**src/rtl/uart_rx_core.sv**
```systemverilog
// UART receive path: 16x-oversampled start/data/parity/stop FSM feeding a show-ahead receive FIFO.
// Define UART_RX_SYNC_EN to pass srx_pad_i through a two-flop synchronizer (+2 clk_i latency).
module uart_rx_core #(
  parameter int   FIFO_DEPTH = 16,
  parameter int   COUNT_W    = 5,
  parameter logic SYNC_INIT  = 1'b1
) (
  input  logic               clk_i,
  input  logic               rst_i,
  input  logic [7:0]         lcr,
  input  logic               enable,
  input  logic               srx_pad_i,
  input  logic               rf_pop,
  output logic [10:0]        rf_data_out,
  output logic [COUNT_W-1:0] rf_count,
  output logic               rf_push_pulse,
  output logic               rf_error_bit,
  output logic               rf_overrun
);

  localparam int PTR_W = $clog2(FIFO_DEPTH);

  typedef enum logic [2:0] {S_IDLE, S_START, S_DATA, S_PARITY, S_STOP, S_PUSH} state_t;

  state_t             state, state_nxt;
  logic               rx_line;
  logic               line_prev;
  logic [3:0]         tick_cnt;
  logic [2:0]         bit_cnt;
  logic [7:0]         data_q;
  logic               par_err_q;
  logic               any_one_q;
  logic               bit_stb;
  logic               fifo_wr;
  logic               last_bit;
  logic               par_exp;
  logic [10:0]        wr_entry;
  logic [10:0]        mem [FIFO_DEPTH];
  logic [PTR_W-1:0]   wr_ptr, rd_ptr;
  logic [COUNT_W-1:0] err_cnt;
  logic               full, empty, wr_ok, pop_ok, ovr_set;
  logic               unused_lcr;

  assign unused_lcr = ^{lcr[7:6], lcr[2]};

`ifdef UART_RX_SYNC_EN
  logic rx_p0, rx_p1;

  always_ff @(posedge clk_i) begin
    if (rst_i) begin
      rx_p0 <= SYNC_INIT;
      rx_p1 <= SYNC_INIT;
    end else begin
      rx_p0 <= srx_pad_i;
      rx_p1 <= rx_p0;
    end
  end

  assign rx_line = rx_p1;
`else
  assign rx_line = srx_pad_i;
`endif

  // Word length is 5..8, so the last data bit index is {1, lcr[1:0]}
  assign last_bit = (bit_cnt == {1'b1, lcr[1:0]});
  assign par_exp  = lcr[5] ? ~lcr[4] : (lcr[4] ? ^data_q : ~^data_q);
  assign wr_entry = {data_q, ~(any_one_q | rx_line), par_err_q, ~rx_line};

  always_ff @(posedge clk_i) begin
    if (rst_i) state <= S_IDLE;
    else       state <= state_nxt;
  end

  always_comb begin
    state_nxt = state;
    case (state)
      S_IDLE:   if (enable && line_prev && !rx_line) state_nxt = S_START;
      S_START:  if (enable && tick_cnt == 4'd6) state_nxt = rx_line ? S_IDLE : S_DATA;
      S_DATA:   if (bit_stb && last_bit) state_nxt = lcr[3] ? S_PARITY : S_STOP;
      S_PARITY: if (bit_stb) state_nxt = S_STOP;
      S_STOP:   if (bit_stb) state_nxt = S_PUSH;
      S_PUSH:   state_nxt = S_IDLE;
      default:  state_nxt = S_IDLE;
    endcase
  end

  always_comb begin
    bit_stb = 1'b0;
    fifo_wr = 1'b0;
    if (enable && tick_cnt == 4'd15 &&
        (state == S_DATA || state == S_PARITY || state == S_STOP))
      bit_stb = 1'b1;
    if (state == S_STOP && bit_stb)
      fifo_wr = 1'b1;
  end

  always_ff @(posedge clk_i) begin
    if (rst_i) begin
      tick_cnt  <= '0;
      bit_cnt   <= '0;
      line_prev <= SYNC_INIT;
    end else begin
      if (enable) line_prev <= rx_line;
      if (state == S_IDLE) begin
        tick_cnt <= '0;
        bit_cnt  <= '0;
      end else if (enable) begin
        tick_cnt <= (state == S_START && tick_cnt == 4'd6) ? 4'd0 : tick_cnt + 4'd1;
        if (state == S_DATA && bit_stb) bit_cnt <= bit_cnt + 3'd1;
      end
    end
  end

  // Frame datapath: cleared while idle, captured on each mid-bit strobe
  always_ff @(posedge clk_i) begin
    if (state == S_IDLE) begin
      data_q    <= '0;
      par_err_q <= 1'b0;
      any_one_q <= 1'b0;
    end else if (bit_stb) begin
      any_one_q <= any_one_q | rx_line;
      if (state == S_DATA)   data_q[bit_cnt] <= rx_line;
      if (state == S_PARITY) par_err_q <= (rx_line != par_exp);
    end
  end

  assign full    = (rf_count == COUNT_W'(FIFO_DEPTH));
  assign empty   = (rf_count == '0);
  assign pop_ok  = rf_pop && !empty;
  assign wr_ok   = fifo_wr && (!full || pop_ok);
  assign ovr_set = fifo_wr && full && !rf_pop;

  always_ff @(posedge clk_i) begin
    if (wr_ok) mem[wr_ptr] <= wr_entry;
  end

  always_ff @(posedge clk_i) begin
    if (rst_i) begin
      wr_ptr        <= '0;
      rd_ptr        <= '0;
      rf_count      <= '0;
      err_cnt       <= '0;
      rf_overrun    <= 1'b0;
      rf_push_pulse <= 1'b0;
    end else begin
      if (wr_ok)  wr_ptr <= wr_ptr + 1'b1;
      if (pop_ok) rd_ptr <= rd_ptr + 1'b1;
      rf_count <= rf_count + COUNT_W'(wr_ok) - COUNT_W'(pop_ok);
      err_cnt  <= err_cnt + COUNT_W'(wr_ok && (|wr_entry[2:0]))
                          - COUNT_W'(pop_ok && (|mem[rd_ptr][2:0]));
      if (ovr_set)     rf_overrun <= 1'b1;
      else if (rf_pop) rf_overrun <= 1'b0;
      rf_push_pulse <= wr_ok;
    end
  end

  assign rf_data_out  = empty ? '0 : mem[rd_ptr];
  assign rf_error_bit = (err_cnt != '0);

endmodule

```
**config.mk**
```make
export PLATFORM = sky130hd
export DESIGN_NAME = uart_rx_core
export DESIGN_NICKNAME = d
export VERILOG_FILES = /design/src/rtl/uart_rx_core.sv
export SDC_FILE = /design/constraint.sdc
export NUM_CORES = 1
export LEC_CHECK = 0
export BUFFER_PORTS_ARGS = -buffer_cell sky130_fd_sc_hd__buf_2
export CORE_ASPECT_RATIO = 1.5
export CORE_UTILIZATION = 55
export DETAILED_ROUTE_END_ITERATION = 10
export PLACE_DENSITY = 0.72
export SKIP_CTS_REPAIR_TIMING = 1
export SYNTH_ARGS = -nofsm -noshare
export SYNTH_HDL_FRONTEND = slang
export SYNTH_SLANG_ARGS = --single-unit
```
**constraint.sdc**
```tcl
create_clock -name clk_i -period 5.43 [get_ports clk_i]
set_input_delay 0.2715 -clock clk_i [delete_from_list [all_inputs] [get_ports clk_i]]
set_output_delay 0.2715 -clock clk_i [all_outputs]
set_load 0.1 [all_outputs]
```
### Yosys cells after proc, flatten, opt, wreduce, memory -nomap -nowiden

Memories as Yosys holds them, arrays and structs flattened. A register that Yosys moved wholly into a read port is not among the register bits.
Index checks and enable logic that the tools add are counted.

| word-level totals | value |
|---|---|
| register bits after elaboration | 41 |
| latch bits | 0 |
| memory bits (writable) | 176 |
| bits in read-only memories | 0 |
| bits of input ports | 13 |
| word-level logic and storage cells | 101 |
| memories kept | 1 |

Memories:

| memory | words | bits a word | rd ports | clocked after Yosys merged registers in | wr ports | RTL line | RTL |
|---|---|---|---|---|---|---|---|
| mem | 16 | 11 | 1 | 1 | 1 | 38 | `logic [10:0] mem [FIFO_DEPTH];` |

| operators by class | value |
|---|---|
| $add $sub $neg | 8 |
| $mul | 0 |
| div/mod/pow operators | 0 |
| $lt $le $gt $ge | 2 |
| equal/unequal tests | 14 |
| shifts and indexed selects | 0 |
| mux-type cells | 23 |
| bitwise logic cells | 4 |
| reductions and logical operators | 36 |

Operator list:

| kind | number |
|---|---|
| $mux W3 | 6 |
| $logic_and A1 B1 Y1 | 16 |
| $pmux W3 S5 | 1 |
| $add A4 B1 Y4 const B | 3 |
| $mux W4 | 3 |
| $mux W11 | 1 |
| $add A5 B1 Y5 | 2 |
| $ne A2 B2 Y1 const B | 5 |
| $sub A5 B1 Y5 | 2 |
| $mux W1 | 9 |
| $bwmux W8 | 1 |
| $reduce_xnor A8 Y1 | 1 |
| $reduce_xor A8 Y1 | 1 |
| $eq A3 B2 Y1 const B | 2 |
| $reduce_and A2 Y1 | 3 |
| $reduce_or A3 Y1 | 2 |
| $eq A5 B5 Y1 const B | 1 |
| $logic_not A5 Y1 | 1 |
| $reduce_and A5 Y1 | 1 |
| $reduce_bool A5 Y1 | 1 |
| $eq A4 B3 Y1 const B | 1 |
| $eq A4 B4 Y1 const B | 1 |
| $logic_not A1 Y1 | 4 |
| $lt A3 B4 Y1 const B | 1 |
| 14 further kinds | 18 |

### Depth between registers and ports, before layout

Gate-level depths: netlist (run 1).

| logic depth | value |
|---|---|
| depth in word-level cells | 11 |
| mapped depth | 16 |
| mapped depth without buffers | 15 |

### Worst setup path after synthesis (run 1)

OpenSTA, ideal clock, no wires.

| timing | value |
|---|---|
| kind | flip-flop to flip-flop |
| start | register rf_count[2] |
| end | register err_cnt[4] |
| library setup time | 0.071 ns |
| arrival | 3.505 ns |
| required time | 5.359 ns |
| slack | 1.854 ns |
| cell stages (with the launch flop) | 16 |
| period minus slack after synthesis | 3.576 ns |
| cells stage by stage | dfxtp_1 inv_1 ha_1 nor4bb_1 a211oi_4 o21ai_0 ha_1 inv_1 ha_1 inv_1 fa_1 inv_1 a21oi_1 nor2_1 or3_1 a21oi_1 |

| on the way | value |
|---|---|
| longest elaborated chain between the ends | 8 |
| elaborated cells between the ends (all ways) | 11 |
| classes of those cells | add/sub (2); eq/ne (1); reduce/logical (8) |

RTL lines:

| item | RTL line | RTL |
|---|---|---|
| start, declared | 15 | `output logic [COUNT_W-1:0] rf_count,` |
| start signal, assigned | 148 | `rf_count <= rf_count + COUNT_W'(wr_ok) - COUNT_W'(pop_ok);` |
| $logic_not A5 Y1 | 128 | `assign empty = (rf_count == '0);` |
| $logic_not A1 Y1 | 129 | `assign pop_ok = rf_pop && !empty;` |
| $logic_and A1 B1 Y1 | 129 |  |
| $logic_or A1 B1 Y1 | 130 | `assign wr_ok = fifo_wr && (!full \|\| pop_ok);` |
| $logic_and A1 B1 Y1 | 130 |  |
| $logic_and A1 B1 Y1 | 149 | `err_cnt <= err_cnt + COUNT_W'(wr_ok && (\|wr_entry[2:0]))` |
| $add A5 B1 Y5 | 149 |  |
| $sub A5 B1 Y5 * | 150 | `- COUNT_W'(pop_ok && (\|mem[rd_ptr][2:0]));` |
| end signal, assigned | 149 |  |
| end, declared | 40 | `logic [COUNT_W-1:0] err_cnt;` |

Every way passes the cells marked *; elsewhere a longest branch is shown, timed or not.
A chain may end at the register's enable or synchronous reset.

==> results of run 1 <==
==> registers in the layout, summed over array words and instances, names as in the netlist, named ones only <==
name           cells
state              3
err_cnt            5
rf_count           5
par_err_q          1
bit_cnt            3
rf_overrun         1
any_one_q          1
rd_ptr             4
data_q             8
tick_cnt           4
wr_ptr             4
line_prev          1
rf_push_pulse      1
mem              176
==> cell type report <==
class | instances | area [sq um]
flip-flops and latches | 221 | 6190
repair buffers | 46 | 278
well taps | 206 | 258
inverters | 23 | 86.3
multi-input cells | 280 | 2770
fillers | 1173 | 6110
clock buffers | 23 | 490
clock inverters | 9 | 72.6
==> Yosys cell counts (all sizes together), types with 3 or more instances <==
cell type	instances
a21oi	15
a31oi	3
buf	10
clkbuf	15
dfxtp	45
edfxtp	176
ha	20
inv	23
mux2i	12
mux4	53
nand2	15
nand2b	4
nand3	9
nand3b	3
nand4	5
nor2	55
nor2b	16
nor3	11
o21ai	8
or3	3
xnor2	11
xor2	12
==> through the flow <==
step	power [mW]	instances	utilization, %	cell area, sq um
floorplan	2.67	549	-	9150
global placement	2.79	775	58.9	9570
detailed placement	2.82	775	58.9	9570
CTS	4.05	807	62.3	10100
global route	4.17	808	62.4	10100
finish	4.02	808	62.4	10100
==> kinds of logic after synthesis <==
family	count (synthesis)	share of synthesized area, %
DFF	221	67.6
and+or+nand+nor	132	7.51
muxes	65	14.4
buffers and inverters	48	2.46
AOI/OAI and AO/OA	38	2.67
xor gates and xnor gates	23	2.20
adders and majority gates	22	3.17
==> worst min path at each step <==
stage | cells after the start | startpoint | to | slack, ns
finish | 3 | lcr[5] | par_err_q | 0.07
global route | 3 | lcr[5] | par_err_q | 0.07
CTS | 2 | rf_pop | rf_overrun | -0.03
detailed placement | 2 | rf_pop | rf_overrun | 0.46
global placement | 2 | rf_pop | rf_overrun | 0.46
floorplan | 1 | rf_pop | rf_overrun | 0.35
==> where the power goes <==
part           switching [mW]  total (mW)  leakage, nW  internal (mW)
clock network           0.555        1.25        0.266          0.692
registers              0.0891        1.94         2.33           1.85
logic                   0.525       0.829         1.17          0.304
==> tightest hold or removal path: stages <==
cell and delay (ns):
buf_2 0.09, o21ai_0 0.08, nand3_1 0.08
==> layer usage <==
metal	wire [um]	part of all wire, %	vias up	global-route usage [%]
li1	-	-	2181	-
met1	6340	37	2456	24.2
met2	9320	54	141	39.1
met3	870	5.1	35	2.98
met4	648	3.8	0	7.91
met5	0	0	-	0
==> placed cells by master, fill, tap and decap left out, types with 3 or more instances in the layout <==
master / netlist / routed
or3_1: 3 / 3
nor2_1: 55 / 51
nor3_1: 10 / 6
clkbuf_1: 15 / 4
nor2_2: 0 / 4
edfxtp_1: 176 / 176
dfxtp_1: 45 / 43
ha_1: 20 / 20
o21ai_0: 8 / 8
nor3_2: 1 / 5
nand2b_1: 4 / 4
nand2_1: 14 / 14
nand3b_1: 3 / 3
clkbuf_16: 0 / 19
buf_2: 0 / 28
mux4_2: 53 / 53
clkinv_1: 0 / 5
buf_4: 2 / 17
nand4_1: 4 / 4
mux2i_1: 12 / 12
inv_1: 23 / 23
nor2b_1: 16 / 16
xnor2_1: 11 / 11
nand3_1: 9 / 9
xor2_1: 12 / 12
a31oi_1: 3 / 3
a21oi_1: 15 / 15
==> metrics.yaml, run 1 <==
clocking:
  cts_tree: "yes"
  clk_latency_ns: 0.48
  cts-root-buf: "clkbuf_16"
  clk_pin_slew_ns: 0.07
  cts_htree_levels: 1
  cts_num_sinks: 221
  clockBufferDepth: 3
  cts_buffers: 19
setup_path:
  r2r-end: "err_cnt[4]"
  cp_data_arrival_time_ns: 4.29
  cp_num_buf_inv: 4
  cp_slowest_cell: "dfxtp_2"
  crit_path_end: "err_cnt[4]"
  path_max_fanout: 20
  cp_common_cell: "inv_1"
  critPathTopFamily: "flip-flops"
  reg2reg_depth: 15
  critPathKind: "flop to flop"
  required_ns: 5.83
  timing.critical_path.depth: 15
  cp-start-kind: "flop"
  cpPeakStageDelay_ns: 0.70
  crit_chain: "buf_4 > mux4_2 > nand3_1 > nand3_1 > o31a_1 > ha_1 > inv_1 > ha_1 > inv_1 > fa_1 > inv_1 > a21oi_1 > nor2_1 > or3_1 > a21oi_1"
  end_kind: "flop"
  reg2reg_slack_ns: 1.54
power_and_ir_drop:
  ir_drop_mv: 0.506
  p_per_area_nw_per_um2: 396
  leakage_nw: 3.77
status:
  outcome: "complete, no violations"
placement:
  dp_slack_ns: 1.50
  portBuffers: 28
  dpl.hpwl_um: 11100
  place_congestion: 0.779
drt:
  drt-total-wl_um: 17200
  drtAntennaViolNets: 0
  drcViolationCount: 0
  drt_iter0_drc: 242
  wl_per_cell_um: 21.3
  vias: 4813
  dr.pass1.iters: 5
  via_per_inst: 5.96
synth:
  yosys.area.top_type: "edfxtp_1"
  synth_edf_count: 176
  synth-seq-cells: 221
  synth.top_cells.by_area: "edfxtp_1 58%, mux4_2 13%, dfxtp_1 9.8%"
  async_reset_ff_share_pct: 0
  yosys_warnings: 0
  ys_seq_area_share_pct: 67.6
  yosys.area.top_type_share_pct: 57.8
  syn_nets: 584
  syn_avg_cell_area_sq_um: 16.7
  synthesis.area_sq_um: 9150
  synth_cell_types: 45
  yosys_most_used_dff: "edfxtp_1"
  synthCells: 549
die:
  dieWidth_um: 107
  row_count: 57
  initial_core_util_pct: 56.3
  coreArea_sq_um: 16300
  die_y_um: 160
  die-area_sq_um: 17200
  ios: 32
timing:
  slew_violations: 0
  max_freq_mhz: 257
  setup_viol: 0
  hold_slack_ns: 0.0684
  setup_tns_ns: 0
  skew_ns: 0.00953
  worst_slew_pin_slew_ns: 1.09
  hold_violations: 0
  finalWorstSetupSlack_ns: 1.54
  slew_headroom_pct: 27.2
  fin_crit_sh_pct: 71.7
  period_needed_ns: 3.89
  rsz0062_at_grt: "false"
global_routing:
  grt_pass1_wl_um: 26600
  grt_pass1_vias: 4956
  grt_max_degree: 27
  track_usage_pct: 21.0
  antenna_found_initial: 0
  grt_overflow: 0
final_layout:
  drive_above_1_share_pct: 23.4
  area_delta_synth_final_pct: 10.9
  final_nets: 626
  n_antenna_cell: 0
job:
  cap_violations: 0
min_path:
  hold_path.class: "primary input to flop"
Note: power is estimated with default switching activity, not from simulation.
==> inputs of run 2 (changes only) <==
Clock period 5.43 ns to 3.75 ns, I/O delays scaled along.
==> run 2 against run 1 <==
Net effect: worst hold slack got worse by 0.036 ns; global-route usage up 0.68 points; count of clock-buffer cells in the layout rose by 6; routed wire length grew 1.5%; non-clock buffer count up 15; via count increased by 1.8%; critical path depth is 2 lower; cell count increased by 2.2%; critical endpoint unchanged; largest power group unchanged.
==> metrics.yaml, run 2 (synthesis gave the netlist of run 1 again) <==
status:
  outcome: "complete, no violations"
timing:
  max_freq_mhz: 293
  finalWorstSetupSlack_ns: 0.338
  setup_viol: 0
  hold_slack_ns: 0.0328
  rsz0062_at_grt: "false"
  worst_slew_pin_slew_ns: 1.01
  slew_violations: 0
  period_needed_ns: 3.41
  hold_violations: 0
  fin_crit_sh_pct: 91.0
  skew_ns: 0.00916
  setup_tns_ns: 0
  slew_headroom_pct: 32.6
final_layout:
  final_nets: 642
  mostFrequentLayoutCell: "edfxtp_1"
  reg.largest.list: "mem x176, data_q x8"
  largest_reg_flops: 176
  top_register: "mem"
  final_cell_mix: "176 x edfxtp_1, 55 x nor2_1, 53 x mux4_2"
  finalNonFillerCells: 826
  area_delta_synth_final_pct: 12.9
  drive_above_1_share_pct: 24.7
  n_antenna_cell: 0
min_path:
  hold_depth: 4
  hold_path.class: "primary input to flop"
  hold_end: "state[2]"
  hp-start: "lcr[3]"
clocking:
  cts_htree_levels: 1
  cts_tree: "yes"
  clk_latency_ns: 0.49
  cts_num_sinks: 221
  cts-root-buf: "clkbuf_16"
  clockBufferDepth: 3
  cts_buffers: 20
  clk_pin_slew_ns: 0.06
setup_path:
  cp-start-kind: "flop"
  reg2reg_slack_ns: 0.34
  reg2reg_depth: 13
  cp_data_arrival_time_ns: 3.82
  critPathKind: "flop to flop"
  path_max_fanout: 13
  required_ns: 4.16
  r2r-end: "err_cnt[4]"
  end_kind: "flop"
global_routing:
  grt_pass1_vias: 4982
  antenna_found_initial: 0
  grt_max_degree: 27
  track_usage_pct: 21.7
  grt_overflow: 0
  grt_pass1_wl_um: 27600
drt:
  wl_met3_um: 994
  drtAntennaViolNets: 0
  drt-total-wl_um: 17500
  wl_per_cell_um: 21.1
  drcViolationCount: 0
  top_layer: "met4"
  vias: 4901
  route.met2.wl_um: 9300
  drt_iter0_drc: 303
  m1WireLength_um: 6620
  dr.pass1.iters: 5
  via_per_inst: 5.93
placement:
  dpl.hpwl_um: 11400
  dp_cells: 789
  place_congestion: 0.776
  dp_slack_ns: 0.215
  portBuffers: 28
power_and_ir_drop:
  leakage_nw: 3.89
  ir_drop_mv: 0.627
  p_per_area_nw_per_um2: 583
die:
  die_y_um: 160
  die-area_sq_um: 17200
  coreArea_sq_um: 16300
  row_count: 57
  dieWidth_um: 107
  ios: 32
  initial_core_util_pct: 56.3
job:
  cap_violations: 0
[run 2: critical path: stages (launching register included)]
cell,delay [ns]
dfxtp_4,0.50
mux4_2,0.55
mux4_2,0.52
o31a_1,0.28
ha_1,0.28
inv_1,0.04
ha_1,0.18
inv_1,0.07
fa_1,0.20
inv_1,0.05
a21oi_1,0.13
nor2_1,0.06
or3_1,0.34
a21oi_1,0.16
[run 2: final cells by class]
cell class | instances | area, sq um
Clock inverter | 6 | 77.6
Sequential cell | 221 | 6190
Tap cell | 206 | 258
Multi-Input combinational cell | 280 | 2760
Inverter | 23 | 86.3
Fill cell | 1169 | 5940
Timing Repair Buffer | 61 | 393
Clock buffer | 29 | 556
[run 2: worst max path at each step]
stage	start	endpoint	depth (start not counted)	slack [ns]
final	flop	err_cnt[4]	13	0.34
after global routing	flop	err_cnt[4]	15	0.11
after CTS	flop	err_cnt[4]	13	0.17
after detailed placement	flop	err_cnt[4]	13	0.22
after global placement	flop	err_cnt[4]	13	0.28
after floorplan	rf_count[2]	err_cnt[4]	15	0.17
[run 2: routing by layer]
layer,GRT usage [%],vias up
met5,0,-
met4,7.60,0
met3,2.90,40
met2,38.6,182
met1,27.1,2464
li1,-,2215
[run 2: report_power, final]
part / internal [mW] / total (mW) / leakage, nW / switching, mW
combinational: 0.464 / 1.25 / 1.25 / 0.782
sequential: 2.68 / 2.79 / 2.33 / 0.109
clock: 1.17 / 1.98 / 0.307 / 0.817
[run 2: per-stage QoR]
| stage | util, % | cell area, sq um | power, mW |
|---|---|---|---|
| 6_report | 63.5 | 10300 | 6.02 |
| 5_1_grt | 63.5 | 10300 | 6.27 |
| 4_1_cts | 63.4 | 10300 | 6.08 |
| 3_5_place_dp | 59.5 | 9670 | 4.10 |
| 3_3_place_gp | 59.5 | 9670 | 4.06 |
| 2_1_floorplan | - | 9150 | 3.86 |
==> inputs of run 3 (changes only) <==
Settings changed: PLACE_DENSITY 0.72 to 0.74.
==> run 3 against run 2 <==
Net effect: sequential power about the same; critical endpoint unchanged; via count down 0.82%; non-clock buffer count decreased by 6; die area did not move; design area increased by 0.22%.
==> metrics.yaml, run 3 (synthesis gave the netlist of run 1 again) <==
setup_path:
  cp-start-kind: "flop"
  critPathKind: "flop to flop"
  cp_num_buf_inv: 3
  cp_slowest_cell: "mux4_2"
  cp_common_cell: "inv_1"
  crit_chain: "mux4_2 > mux4_2 > o31a_1 > ha_1 > inv_1 > ha_1 > inv_1 > fa_1 > inv_1 > a21oi_1 > nor2_1 > or3_1 > a21oi_1"
  cpPeakStageDelay_ns: 0.57
  required_ns: 4.16
  critPathTopFamily: "multiplexers"
  timing.critical_path.depth: 13
  reg2reg_depth: 13
  path_max_fanout: 9
  cp_data_arrival_time_ns: 3.84
  end_kind: "flop"
die:
  coreArea_sq_um: 16300
  row_count: 57
  die-area_sq_um: 17200
  ios: 32
  die_y_um: 160
  initial_core_util_pct: 56.3
  dieWidth_um: 107
drt:
  vias: 4861
  drtAntennaViolNets: 0
  drt-total-wl_um: 17500
  drt_iter0_drc: 347
  drcViolationCount: 0
  wl_per_cell_um: 21.3
  dr.pass1.iters: 5
  via_per_inst: 5.92
placement:
  dpl.hpwl_um: 11300
  dpl_cell_area_sq_um: 9620
  place_congestion: 0.809
  portBuffers: 28
clocking:
  cts_tree: "yes"
  clk_pin_slew_ns: 0.07
  clk_latency_ns: 0.49
  cts-root-buf: "clkbuf_16"
  clockBufferDepth: 3
  cts_buffers: 20
  cts_htree_levels: 1
  cts_num_sinks: 221
min_path:
  hold_depth: 4
  hold_path.class: "primary input to flop"
timing:
  rsz0062_at_grt: "false"
  worst_slew_pin_slew_ns: 1.08
  slew_violations: 0
  setup_tns_ns: 0
  hold_violations: 0
  skew_ns: 0.0106
  period_needed_ns: 3.43
  slew_headroom_pct: 27.4
  max_freq_mhz: 292
  fin_crit_sh_pct: 91.4
  setup_viol: 0
global_routing:
  grt_max_degree: 27
  antenna_found_initial: 0
  track_usage_pct: 21.9
  grt_pass1_wl_um: 28000
  grt_pass1_vias: 5142
  grt_overflow: 0
final_layout:
  drive_above_1_share_pct: 24.7
  area_delta_synth_final_pct: 13.1
  top_register: "mem"
  largest_reg_flops: 176
  final_cell_area_sq_um: 10300
  final_util_pct: 63.6
  final_cell_mix: "176 x edfxtp_1, 55 x nor2_1, 53 x mux4_2"
  final_nets: 636
  n_antenna_cell: 0
  fillers: 1146
  mostFrequentLayoutCell: "edfxtp_1"
  reg.largest.list: "mem x176, data_q x8"
power_and_ir_drop:
  leakage_nw: 3.89
  p_per_area_nw_per_um2: 595
  p_total_mw: 6.16
  ir_drop_mv: 0.605
job:
  cap_violations: 0
status:
  outcome: "complete, no violations"
run 3: changes by cell type in the layout (fill, tap and decap cells not counted), moves of 2 or more:
cell      change
buf_4         -6
clkbuf_1      -6
clkbuf_8      +2
clkinv_1      +2
run 3: final cells by class:
class	instances	area, sq um	share of cell area (%)
Clock buffer	25	561	5.42
Clock inverter	11	143	1.38
Tap cell	206	258	2.49
Inverter	23	86.3	0.834
Sequential cell	221	6190	59.8
Multi-Input combinational cell	280	2760	26.7
Timing Repair Buffer	55	348	3.36
run 3: final timing paths:
kind	startpoint	to	slack, ns
setup / recovery	flop	err_cnt[4]	0.32
setup reg to reg	flop	err_cnt[4]	0.32
hold reg to reg	any_one_q	any_one_q	0.48
hold / removal	lcr[3]	state[2]	0.03
run 3: layer usage:
| layer | vias to the layer above | global-route usage (%) | wire [um] |
|---|---|---|---|
| li1 | 2205 | - | - |
| met1 | 2437 | 27.1 | 6560 |
| met2 | 170 | 39.0 | 9460 |
| met3 | 49 | 2.78 | 853 |
| met4 | 0 | 8.34 | 641 |
| met5 | - | 0 | 0 |
run 3: worst reg2reg max path: cells and delay by family, from the launching register on:
kind | cells | cell delay (ns)
AO/OA/AOI/OAI | 3 | 0.55
buffers and inverters | 3 | 0.16
flip-flops | 1 | 0.52
AND/OR/NAND/NOR | 2 | 0.41
adder cells (fa/ha/maj) | 3 | 0.66
multiplexers | 2 | 1.06
run 3: power breakdown:
group,total [mW],internal [mW],switching [mW]
logic,1.25,0.455,0.797
clock network,2.13,1.27,0.855
registers,2.78,2.68,0.0946
total,6.16,4.41,1.75
run 3: through the flow:
step           std cells  setup slack, ns  hold WS (ns)
5_1_grt              821           0.0802        0.0372
6_report             821            0.323        0.0292
4_1_cts              819            0.338        -0.122
2_1_floorplan        549            0.174         0.267
3_3_place_gp         783            0.403         0.377
3_5_place_dp         783            0.372         0.385
